===== src/rtl/roi_threshold_binarizer.sv =====
// Multi-band, ROI-gated pixel binarizer for the mocap front end.
// Two-stage pipeline in the pixelClock domain: stage 1 registers the pixel
// and its X/Y coordinates, and stage 2 registers the band/ROI decision.
// Configuration is double-buffered and commits at frame start. The
// binMask[0] population count of each frame is published at frame end.

// One threshold band: shadow/active low-high pair plus the inclusive compare.
module roi_threshold_band #(
    parameter int DATA_WIDTH = 8
) (
    input  logic                  pixelClock,
    input  logic                  reset,
    input  logic                  wrEn,
    input  logic [DATA_WIDTH-1:0] wrLow,
    input  logic [DATA_WIDTH-1:0] wrHigh,
    input  logic                  commit,
    input  logic [DATA_WIDTH-1:0] pixel,
    output logic                  hit
);

    logic [DATA_WIDTH-1:0] lowSh;
    logic [DATA_WIDTH-1:0] highSh;
    logic [DATA_WIDTH-1:0] lowAct;
    logic [DATA_WIDTH-1:0] highAct;

    // Shadow pair: written at any time. All-ones lets only saturated pixels pass.
    always_ff @(posedge pixelClock or negedge reset) begin
        if (!reset) begin
            lowSh  <= '1;
            highSh <= '1;
        end else if (wrEn) begin
            lowSh  <= wrLow;
            highSh <= wrHigh;
        end
    end

    // Active pair: loaded from the shadow only at frame start.
    always_ff @(posedge pixelClock or negedge reset) begin
        if (!reset) begin
            lowAct  <= '1;
            highAct <= '1;
        end else if (commit) begin
            lowAct  <= lowSh;
            highAct <= highSh;
        end
    end

    // An inverted band (low > high) can never satisfy both bounds.
    assign hit = (pixel >= lowAct) && (pixel <= highAct);

endmodule

module roi_threshold_binarizer #(
    parameter int DATA_WIDTH   = 8,
    parameter int NUM_CHANNELS = 2,
    parameter int IMAGE_WIDTH  = 1280,
    parameter int IMAGE_HEIGHT = 800,
    parameter int NUM_BITS_X   = $clog2(IMAGE_WIDTH),
    parameter int NUM_BITS_Y   = $clog2(IMAGE_HEIGHT)
) (
    input  logic                             pixelClock,
    input  logic                             reset,
    input  logic                             href,
    input  logic                             vsync,
    input  logic [DATA_WIDTH-1:0]            camData,
    input  logic                             cfgWrite,
    input  logic [3:0]                       cfgAddr,
    input  logic [31:0]                      cfgData,
    output logic                             cfgPending,
    output logic                             hrefBin,
    output logic                             vsyncBin,
    output logic [NUM_CHANNELS-1:0]          binMask,
    output logic [NUM_BITS_X-1:0]            pixelX,
    output logic [NUM_BITS_Y-1:0]            pixelY,
    output logic [NUM_BITS_X+NUM_BITS_Y-1:0] frameOnes,
    output logic                             frameStatsValid
);

    localparam int NUM_BITS_S = NUM_BITS_X + NUM_BITS_Y;
    localparam logic [NUM_BITS_X-1:0] X_MAX = NUM_BITS_X'(IMAGE_WIDTH - 1);
    localparam logic [NUM_BITS_Y-1:0] Y_MAX = NUM_BITS_Y'(IMAGE_HEIGHT - 1);

    // ROI range in cfgData layout: end in the upper half, start in the lower.
    typedef struct packed {
        logic [15:0] stop;
        logic [15:0] start;
    } roiRange_t;

    localparam roiRange_t ROI_X_RST = '{stop: 16'(IMAGE_WIDTH - 1), start: 16'd0};
    localparam roiRange_t ROI_Y_RST = '{stop: 16'(IMAGE_HEIGHT - 1), start: 16'd0};

    // Stage 1
    logic [DATA_WIDTH-1:0] dataS1;
    logic                  hrefS1;
    logic                  vsyncS1;
    logic                  outS1;
    logic [NUM_BITS_X-1:0] xS1;
    logic [NUM_BITS_Y-1:0] yS1;
    logic                  pvS1;

    // Coordinate counters: coordinate the next valid pixel will receive
    logic [NUM_BITS_X-1:0] xCount;
    logic [NUM_BITS_Y-1:0] yCount;

    // Frame tracking
    logic blankSeen;
    logic frameSeen;
    logic pv;
    logic hrefFall;
    logic vsyncRise;

    // Configuration
    logic [NUM_CHANNELS-1:0] bandWr;
    logic [NUM_CHANNELS-1:0] bandHit;
    logic                    roiXWr;
    logic                    roiYWr;
    logic                    cfgAccept;
    roiRange_t               roiXSh;
    roiRange_t               roiYSh;
    roiRange_t               roiXAct;
    roiRange_t               roiYAct;

    // Decision and statistics
    logic                    xIn;
    logic                    yIn;
    logic                    pixelOk;
    logic [NUM_CHANNELS-1:0] maskNext;
    logic [NUM_BITS_S-1:0]   onesCount;
    logic [NUM_BITS_S-1:0]   onesNext;
    logic                    statsFire;

    assign pv       = href & vsync;
    assign pvS1     = hrefS1 & vsyncS1;
    assign hrefFall = hrefS1 & ~href;
    // A rise only counts after blanking has been observed since reset, so a
    // reset released mid-frame cannot fake a frame start.
    assign vsyncRise = vsync & ~vsyncS1 & blankSeen;

    // Stage-1 capture of the pixel, the sync lines and the pixel's coordinates.
    always_ff @(posedge pixelClock or negedge reset) begin
        if (!reset) begin
            dataS1  <= '0;
            hrefS1  <= 1'b0;
            vsyncS1 <= 1'b0;
            xS1     <= '0;
            yS1     <= '0;
            outS1   <= 1'b0;
        end else begin
            dataS1  <= camData;
            hrefS1  <= href;
            vsyncS1 <= vsync;
            if (pv) begin
                xS1   <= xCount;
                yS1   <= yCount;
                // Every pixel that arrives once X has reached its ceiling is
                // treated as lying outside the ROI.
                outS1 <= (xCount == X_MAX);
            end
        end
    end

    // X counter: advances per valid pixel, saturates, clears at end of line.
    always_ff @(posedge pixelClock or negedge reset) begin
        if (!reset) begin
            xCount <= '0;
        end else if (hrefFall) begin
            xCount <= '0;
        end else if (pv && xCount != X_MAX) begin
            xCount <= xCount + NUM_BITS_X'(1);
        end
    end

    // Y counter: advances per completed line, saturates, cleared in blanking.
    always_ff @(posedge pixelClock or negedge reset) begin
        if (!reset) begin
            yCount <= '0;
        end else if (!vsync) begin
            yCount <= '0;
        end else if (hrefFall && yCount != Y_MAX) begin
            yCount <= yCount + NUM_BITS_Y'(1);
        end
    end

    // Frame qualification: no mask output until a genuine frame start after reset.
    always_ff @(posedge pixelClock or negedge reset) begin
        if (!reset) begin
            blankSeen <= 1'b0;
            frameSeen <= 1'b0;
        end else begin
            if (!vsync)
                blankSeen <= 1'b1;
            if (vsyncRise)
                frameSeen <= 1'b1;
        end
    end

    // Per-channel bands, each with its own shadow/active pair.
    for (genvar c = 0; c < NUM_CHANNELS; c++) begin : gBand
        assign bandWr[c] = cfgWrite && (cfgAddr == 4'(c));

        roi_threshold_band #(
            .DATA_WIDTH(DATA_WIDTH)
        ) uBand (
            .pixelClock(pixelClock),
            .reset     (reset),
            .wrEn      (bandWr[c]),
            .wrLow     (cfgData[DATA_WIDTH-1:0]),
            .wrHigh    (cfgData[16 +: DATA_WIDTH]),
            .commit    (vsyncRise),
            .pixel     (dataS1),
            .hit       (bandHit[c])
        );
    end

    assign roiXWr    = cfgWrite && (cfgAddr == 4'd8);
    assign roiYWr    = cfgWrite && (cfgAddr == 4'd9);
    assign cfgAccept = (|bandWr) | roiXWr | roiYWr;

    // ROI shadow registers.
    always_ff @(posedge pixelClock or negedge reset) begin
        if (!reset) begin
            roiXSh <= ROI_X_RST;
            roiYSh <= ROI_Y_RST;
        end else begin
            if (roiXWr)
                roiXSh <= cfgData;
            if (roiYWr)
                roiYSh <= cfgData;
        end
    end

    // ROI active registers: the commit takes the pre-write shadow, so a write
    // coinciding with frame start is held for the following frame.
    always_ff @(posedge pixelClock or negedge reset) begin
        if (!reset) begin
            roiXAct <= ROI_X_RST;
            roiYAct <= ROI_Y_RST;
        end else if (vsyncRise) begin
            roiXAct <= roiXSh;
            roiYAct <= roiYSh;
        end
    end

    // Pending flag: a same-cycle write outranks the frame-start clear.
    always_ff @(posedge pixelClock or negedge reset) begin
        if (!reset)
            cfgPending <= 1'b0;
        else if (cfgAccept)
            cfgPending <= 1'b1;
        else if (vsyncRise)
            cfgPending <= 1'b0;
    end

    // Stage-1 ROI test and final mask selection.
    always_comb begin
        xIn      = (16'(xS1) >= roiXAct.start) && (16'(xS1) <= roiXAct.stop);
        yIn      = (16'(yS1) >= roiYAct.start) && (16'(yS1) <= roiYAct.stop);
        pixelOk  = pvS1 & frameSeen & ~outS1 & xIn & yIn;
        maskNext = '0;
        if (pixelOk)
            maskNext = bandHit;
    end

    // Stage 2: aligned output register set.
    always_ff @(posedge pixelClock or negedge reset) begin
        if (!reset) begin
            binMask  <= '0;
            hrefBin  <= 1'b0;
            vsyncBin <= 1'b0;
            pixelX   <= '0;
            pixelY   <= '0;
        end else begin
            binMask  <= maskNext;
            hrefBin  <= hrefS1;
            vsyncBin <= vsyncS1;
            pixelX   <= xS1;
            pixelY   <= yS1;
        end
    end

    // Count including the mask bit currently on the output, saturating.
    always_comb begin
        onesNext = onesCount;
        if (binMask[0] && onesCount != '1)
            onesNext = onesCount + NUM_BITS_S'(1);
    end

    // Publish as vsyncBin drops, folding in the last mask bit of the frame.
    assign statsFire = vsyncBin & ~vsyncS1;

    // Running per-frame count of binMask[0] ones.
    always_ff @(posedge pixelClock or negedge reset) begin
        if (!reset)
            onesCount <= '0;
        else if (vsyncRise)
            onesCount <= '0;
        else
            onesCount <= onesNext;
    end

    // Frame-end snapshot and its one-cycle strobe.
    always_ff @(posedge pixelClock or negedge reset) begin
        if (!reset) begin
            frameOnes       <= '0;
            frameStatsValid <= 1'b0;
        end else begin
            frameStatsValid <= statsFire;
            if (statsFire)
                frameOnes <= onesNext;
        end
    end

endmodule


===== config.mk =====
export PLATFORM = sky130hd
export DESIGN_NAME = roi_threshold_binarizer
export DESIGN_NICKNAME = d
export VERILOG_FILES = /design/src/rtl/roi_threshold_binarizer.sv
export SDC_FILE = /design/constraint.sdc
export NUM_CORES = 1
export LEC_CHECK = 0
export ABC_AREA = 1
export CAP_MARGIN = 20
export CORE_UTILIZATION = 35
export DETAILED_ROUTE_END_ITERATION = 12
export SYNTH_ARGS = -nofsm -noshare
export SYNTH_HDL_FRONTEND = slang
export SYNTH_SLANG_ARGS = --single-unit

===== constraint.sdc =====
create_clock -name pixelClock -period 1.81 [get_ports pixelClock]
set_input_delay 0.362 -clock pixelClock [delete_from_list [all_inputs] [get_ports pixelClock]]
set_output_delay 0.362 -clock pixelClock [all_outputs]
set_load 0.1 [all_outputs]

* Word-level counts from Yosys, hierarchy flattened
Cells that the tools add are included.
** Word-level totals
- Register bits :: 316
- Bits in latches :: 0
- Bits in writable memories :: 0
- Memory bits (read-only) :: 0
- Output and inout port bits :: 48
- Word-level logic and storage cells :: 93
- Memories kept :: 0
** Cells by class
- Add/subtract/negate cells :: 3
- Multipliers :: 0
- Div/mod/pow operators :: 0
- Order comparisons :: 8
- Equality and inequality tests :: 8
- Shifts and indexed selects :: 0
- Muxes and demuxes :: 9
- Bitwise logic cells :: 15
- Reduce and logical (&&, ||, !) cells :: 15
** Operators by type and width (count)
- $mux 21 :: 2
- $mux 11 :: 2
- $add 21x1->21 const B :: 1
- $ne 21x21->1 const B :: 1
- $mux 10 :: 2
- $ge 10x16->1 :: 1
- $ge 11x16->1 :: 1
- $ge 8x8->1 :: 2
- $le 10x16->1 :: 1
- $le 11x16->1 :: 1
- $le 8x8->1 :: 2
- $add 11x1->11 const B :: 1
- $eq 11x11->1 const B :: 1
- $logic_and 1x1->1 :: 11
- $ne 11x11->1 const B :: 1
- $add 10x1->10 const B :: 1
- $and 1x1->1 :: 10
- $ne 10x10->1 const B :: 1
- $eq 4x4->1 const B :: 2
- $eq 4x1->1 const B :: 1
- $logic_not 4->1 :: 1
- $reduce_bool 2->1 :: 2
- $not 1->1 :: 3
- $mux 1 :: 2
- 4 further kinds :: 5

* Logic depth before layout (Yosys ltp)
Gate-level depths: netlist of the first run.
- Word-level depth :: 6
- Mapped depth :: 16
- Gate-level depth less buffers :: 16

* Cells and area by module
A second synthesis of the first run with hierarchy kept.
** Unflattened totals
- Cells, all modules :: 1537
- Area total of the unflattened synthesis :: 14518.9 µm²
** By module, submodules not included
- roi_threshold_binarizer :: instances 1, cells an instance 1215, area each 11198.2 µm², seq. area each 6346.1 µm²
- roi_threshold_band :: instances 2, cells an instance 161, area each 1660.3 µm², seq. area each 840.8 µm²

* Least setup slack after synthesis of the first run
Ideal clock, no wire load.
- Path kind :: register to register
- Start :: register onesCount[0]
- End :: register frameOnes[2]
- Library setup time :: 0.132 ns
- Arrival :: 1.684 ns
- Setup slack :: -0.006 ns
- Cell stages (with the launch flop) :: 10
- Buffers on the path :: 1
- Cell sequence :: dfrtp_1 > ha_1 > nand3_1 > nor3_2 > nand2_2 > nor2_4 > a21boi_4 > buf_6 > o21ai_1 > o21ai_1
** Between the ends
- Cells in the longest elaborated chain, start to end :: 3
- Elaborated cells on any way between the ends :: 4
- Classes of those cells :: 1 x add/sub; 1 x eq/ne; 1 x mux; 1 x reduce/logical
** RTL lines
- start, declared :: RTL line 128 : logic [NUM_BITS_S-1:0] onesCount;
- start signal, assigned :: RTL line 298 : onesCount <= onesNext;
- parallel branches: the longest is 2 deep, another holds $add 21x1->21
- $mux 21 * :: RTL line 284 : if (binMask[0] && onesCount != '1)
- end signal, assigned :: RTL line 309 : frameOnes <= onesNext;
- end, declared :: RTL line 75 : output logic [NUM_BITS_X+NUM_BITS_Y-1:0] frameOnes,
Every way passes the cells marked *.
A chain may end at the register's enable or synchronous reset.

* Worst setup path in the final report of the first run
- Start :: register onesCount[0]
- End :: register frameOnes[16]
The elaborated chain is that of the path after synthesis.

==> results of run 1 <==
worst register-to-register path: cells and delay by family, from the launching register on:
family                     cells  cell delay, ps
and+or+nand+nor                8             790
adders and majority gates      1             220
DFF                            1             380
AOI/OAI and AO/OA              1              60
buffers and inverters          2             270
power by group:
| group | switching (mW) | total (mW) | internal [mW] | leakage, nW |
|---|---|---|---|---|
| logic | 1.78 | 3.01 | 1.23 | 4.20 |
| clock network | 2.85 | 6.93 | 4.08 | 0.560 |
| registers | 0.458 | 8.82 | 8.36 | 3.83 |
| total | 5.08 | 18.8 | 13.7 | 8.59 |
metal layers:
metal | vias up | routed length (um) | track usage, % | share of wire (%)
met3 | 57 | 1180 | 2.36 | 3.5
met1 | 5027 | 15600 | 22.6 | 47
met4 | 0 | 731 | 5.16 | 2.2
met2 | 192 | 15900 | 28.0 | 48
met5 | - | 0 | 0 | 0
li1 | 5301 | - | - | -
Yosys cell counts, types with 4 or more instances:
master and count:
nor2_1 108, nor3_1 20, o21ai_2 12, nand4_1 14, o21ai_1 16, xor2_1 20, clkbuf_1 38, nand3_1 37
a21oi_1 58, a21o_1 4, inv_1 181, o21ai_0 188, nand2_1 376, dfstp_2 96, buf_2 9, mux2_2 12
dfrtp_1 220, ha_1 77
logic make-up (layout without fill, tap and decap cells):
logic type / count (synthesis) / count (layout) / share of synthesized area (%)
DFF: 316 / 316 / 57.0
buffers and inverters: 236 / 461 / 6.53
muxes: 12 / 12 / 0.959
xor gates and xnor gates: 23 / 23 / 1.43
AOI/OAI and AO/OA: 291 / 292 / 11.0
adders and majority gates: 77 / 77 / 6.84
and+or+nand+nor: 568 / 568 / 16.2
through the flow:
stage	instances	worst slack (ps)
after floorplan	1523	15.0
after global placement	2202	-151
after detailed placement	2202	-151
after CTS	2269	-17.6
after global routing	2274	-115
final	2274	-9.32
cell type report:
| cell class | instances | area, um^2 |
|---|---|---|
| fillers | 3688 | 21000 |
| flip-flops and latches | 316 | 8030 |
| multi-input cells | 972 | 5620 |
| repair buffers | 214 | 2610 |
| clock buffers | 52 | 1060 |
| inverters | 184 | 691 |
| well taps | 525 | 657 |
| clock inverters | 11 | 67.6 |
repair_timing:
action	in CTS	in global routing
hold endpoints to repair	25	0
hold buffers	1	0
setup endpoints to repair	28	43
buffers inserted	2	6
resized for setup	15	100
pin swaps	0	16
cloned	1	0
state kept, by name, summed over array words and instances (netlist names), 2 cells and up:
register             count
binMask                  2
dataS1                   8
frameOnes               21
gBand.uBand.highAct     16
gBand.uBand.highSh      16
gBand.uBand.lowAct      16
gBand.uBand.lowSh       16
onesCount               21
pixelX                  11
pixelY                  10
roiXAct                 32
roiXSh                  32
roiYAct                 32
roiYSh                  32
xCount                  11
xS1                     11
yCount                  10
yS1                     10
final timing paths:
kind	startpoint	to
worst max-delay path	onesCount[0]	frameOnes[16]
worst min-delay path	camData[6]	dataS1[6]
worst max register to register	onesCount[0]	frameOnes[16]
worst min register to register	hrefS1	hrefBin
max in group asynchronous	reset	gBand[0].uBand.lowSh[3]
min in group asynchronous	reset	roiXAct[4]
==> key figures, run 1 <==
Critical path
  • Critical Path AT: 2220 ps
  • WS Path Type: register to register
  • CP Depth: 12
  • Reg2Reg Depth: 12
  • Slowest-stage cell, CP: dfrtp_1
  • Worst endpoint required time: 2210 ps
  • Reg-to-reg setup timing slack: -9 ps
  • Crit path largest cell delay: 380 ps
  • Type of origin of the critical path: register
  • Critical path capture point type: register
  • Cell Chain, Critical Path: ha_2, nand3_4, nor3_4, nand2_2, nor2_4, buf_6, nand2_4, nand2_4, buf_6, nand2_1, nand2_2, o21ai_1
  • Top delay family on crit path: simple AND/OR/NAND/NOR gates
  • Worst-path maximum fanout: 3
  • Buf/Inv on CP: 2

Synthesis
  • Synth Register Bits: 316
  • Biggest area consumer among synthesized cells: dfrtp_1
  • Seq/Total Area, Yosys: 57.0%
  • Ys flop type: dfrtp_1
  • Syn Area/Cell: 9.25 um^2
  • Synthesized area: 14100 um^2
  • Asr flop ratio synth: 100%
  • Synth unique cells: 40
  • Cells after Synth: 1523
  • Top post-synthesis cells by area: dfrtp_1 39%, dfstp_2 18%, nand2_1 10%
  • EDFF count, synth: 0
  • Post-Syn Nets: 1649
  • Synth top area share: 39.1%
  • Yosys Warn Count: 0

Final layout
  • Commonest non-fill, non-tap cells in the layout: 350 x nand2_1, 218 x dfrtp_1, 184 x o21ai_0
  • Post-route cell area: 18700 um^2
  • Final core utilization: 47.2%
  • P&R area growth vs syn: 33.0%
  • N_diodes: 0
  • Ratio of cells with drive above 1 in the final layout: 24.3%
  • Final net count: 1851
  • Most common cell after layout, fill and taps aside: nand2_1

Timing
  • Clock skew: 17.9 ps
  • Setup ws final: -9.32 ps
  • Slew of the pin with the lowest slew margin: 510 ps
  • Setup tns final: -11.6 ps
  • RSZ-0062 raised after global routing: true
  • Final period utilization: 101%
  • Max-slew violations: 0
  • F_max: 550 MHz
  • Max-slew headroom: 66.0%
  • Min Clock Period, post-route: 1820 ps
  • Hold WS: 279 ps
  • Hold Fails Final Rpt: 0
  • Endpoints failing setup: 2

Clock tree
  • Clock latency on the worst-skew pair: 530 ps
  • CTS Buffer Depth: 3
  • CTS Buf Count: 37
  • Clk pin slew, worst setup/hold paths: 60 ps
  • Root Buffer: clkbuf_16
  • TritonCTS clock tree: built
  • Num Clock Sinks: 316
  • H-tree depth: 2

Place
  • Number of port buffers: 96
  • Hpwl dp: 23900 um
  • Placed cell area: 17000 um^2
  • RD Place Congestion: 0.864

Route
  • Drt total wl: 33400 um
  • Routed len/inst: 14.7 um
  • ANT nets after route: 0
  • Detailed-route via count: 10600
  • 1st-pass router iterations: 5
  • DRC violation count after routing: 0
  • Iteration-0 DRC count of the detailed router: 499
  • Vias/cell: 4.65

Global route
  • Total track usage: 16.8%
  • Vias in the first global route: 10800
  • Largest net degree at the start of global routing: 56
  • First-pass GRT wire length: 55400 um
  • Initial antenna violation count: 0
  • Total gr overflow: 0

Pwr
  • Pwr Density: 1000 nW/um^2
  • VDD IR max: 0.509 mV
  • Leakage power: 8.59 nW
  • Final Power: 18.8 mW

Status
  • Failing checks: negative setup slack
  • Outcome: finished, violations left

Die
  • Row Count: 73
  • Die area: 41100 um^2
  • Initial Util: 35.5%
  • Core ar.: 39700 um^2
  • Top-Level Pins: 97
  • Chip height: 203 um
  • Die X: 203 um

Run
  • Max Cap Viol: 0

Hold path
  • WHS Path Cells: 1
  • Hold WC Path Type: primary input to register
(Power assumes the default switching activity.)
==> run 2: changes to the inputs <==
- CORE_ASPECT_RATIO: default -> 0.6
- CORE_MARGIN: default -> 2
- SLEW_MARGIN: default -> 0
==> key figures, run 2 (synthesized netlist as in run 1, its figures left out) <==
Final layout
  • P&R area growth vs syn: 31.8%
  • Fill cell count: 3718
  • Most common cell after layout, fill and taps aside: nand2_1
  • Ratio of cells with drive above 1 in the final layout: 24.5%
  • Reg area: 8030 um^2
  • Area occupied by multi-input gates: 5540 um^2
  • Final net count: 1856
  • Post-route cell area: 18600 um^2
  • N_diodes: 0
  • Commonest non-fill, non-tap cells in the layout: 356 x nand2_1, 216 x dfrtp_1, 183 x o21ai_0

Timing
  • Max-slew violations: 0
  • Max-slew headroom: 66.9%
  • Final period utilization: 97.8%
  • Clock skew: 10.7 ps
  • Slew of the pin with the lowest slew margin: 497 ps
  • Hold Fails Final Rpt: 0
  • Endpoints failing setup: 0
  • F_max: 565 MHz
  • Min Clock Period, post-route: 1770 ps
  • Hold WS: 221 ps
  • RSZ-0062 raised after global routing: true

Critical path
  • Worst endpoint required time: 2260 ps
  • Worst-path maximum fanout: 5
  • Reg2Reg Depth: 10
  • Critical Path AT: 2220 ps
  • WS Path Type: register to register
  • Critical path capture point type: register
  • Type of origin of the critical path: register
  • Reg-to-reg setup timing slack: 40 ps

Place
  • Hpwl dp: 25600 um
  • Placed cell area: 17100 um^2
  • RD Place Congestion: 0.872
  • Number of port buffers: 96

Route
  • Vias/cell: 4.70
  • Drt total wl: 35200 um
  • ANT nets after route: 0
  • DRC violation count after routing: 0
  • Routed len/inst: 15.4 um
  • Detailed-route via count: 10700
  • 1st-pass router iterations: 6
  • Iteration-0 DRC count of the detailed router: 845

Die
  • Row Count: 56
  • Top-Level Pins: 97
  • Die X: 263 um
  • Die area: 41900 um^2
  • Initial Util: 35.8%
  • Chip height: 159 um
  • Core ar.: 39400 um^2

Clock tree
  • Num Clock Sinks: 316
  • Clk pin slew, worst setup/hold paths: 60 ps
  • TritonCTS clock tree: built
  • CTS Buf Count: 30
  • CTS Buffer Depth: 3
  • Clock latency on the worst-skew pair: 580 ps
  • H-tree depth: 1
  • Root Buffer: clkbuf_16

Hold path
  • Hold WC Path Type: primary input to register
  • WHS Path Cells: 1

Pwr
  • Pwr Density: 984 nW/um^2
  • VDD IR max: 0.760 mV
  • Final Power: 18.3 mW
  • Leakage power: 8.54 nW

Global route
  • Total gr overflow: 0
  • Total track usage: 16.9%
  • Initial antenna violation count: 0
  • First-pass GRT wire length: 57200 um
  • Vias in the first global route: 10500
  • Largest net degree at the start of global routing: 53

Run
  • Max Cap Viol: 0

Status
  • Outcome: completed
==> run 2: cell types whose count changed in the layout (fill, tap and decap cells not counted), sizes merged <==
cell | before | now
bufinv | 0 | 1
clkinvlp | 1 | 0
buf | 166 | 178
inv | 185 | 183
clkbuf | 52 | 47
==> run 2: what timing repair did <==
item,CTS,global route
endpoints found under the setup margin,37,50
hold buffers,1,0
gates cloned,1,0
hold endpoints to repair,36,0
setup buffers,5,5
resized for setup,26,63
pin swaps,11,21
==> run 2: power breakdown <==
group	leakage, nW	internal, mW	total (mW)	switching [mW]
Clock	0.486	3.53	6.23	2.70
Combinational	4.22	1.30	3.18	1.88
Sequential	3.83	8.36	8.86	0.504
==> run 2: stage by stage <==
| stage | instances | setup WS (ps) | setup TNS, ps | util (%) |
|---|---|---|---|---|
| 2_1_floorplan | 1523 | 15.0 | 0 | - |
| 3_3_place_gp | 2208 | -115 | -7350 | 43.5 |
| 3_5_place_dp | 2208 | -151 | -10110 | 43.5 |
| 4_1_cts | 2271 | -67.7 | -704 | 46.4 |
| 5_1_grt | 2276 | -59.5 | -542 | 47.2 |
| 6_report | 2276 | 39.4 | 0 | 47.2 |
==> run 2: final timing paths <==
check,from,endpoint
setup / recovery,onesCount[0],frameOnes[0]
hold / removal,camData[1],dataS1[1]
setup reg to reg,onesCount[0],frameOnes[0]
hold reg to reg,hrefS1,hrefBin
max in group asynchronous,reset,gBand[0].uBand.highSh[4]
min in group asynchronous,reset,xCount[7]
==> run 2: area by class of cell <==
type | instances | share of cell area (%)
sequential | 316 | 43.2
multi-input combinational | 972 | 29.8
timing repair buffer | 226 | 14.4
clock buffer | 47 | 4.82
inverter | 184 | 3.72
tap | 522 | 3.52
clock inverter | 9 | 0.438
==> run 2: worst max-delay path, stage by stage (launching register included) <==
cell	delay [ps]
dfrtp_1	390
ha_4	170
nand3_4	80
nor3_4	160
nand2_2	110
nor2_4	170
buf_6	140
nand2_4	60
nand2_8	100
xor2_2	160
o21ai_1	90
==> run 2: layer usage <==
metal / up-vias / global-route usage, % / wire (um)
met5: - / 0 / 0
met1: 5117 / 26.5 / 18200
met3: 45 / 2.95 / 1720
li1: 5311 / - / -
met4: 0 / 3.61 / 689
met2: 228 / 24.2 / 14600
==> run 3: changes to the inputs <==
- CAP_MARGIN: 20 -> default
- CTS_CLUSTER_DIAMETER: default -> 100
==> results of run 3 <==
Final layout, timing and power as in run 2 (identical DEF).
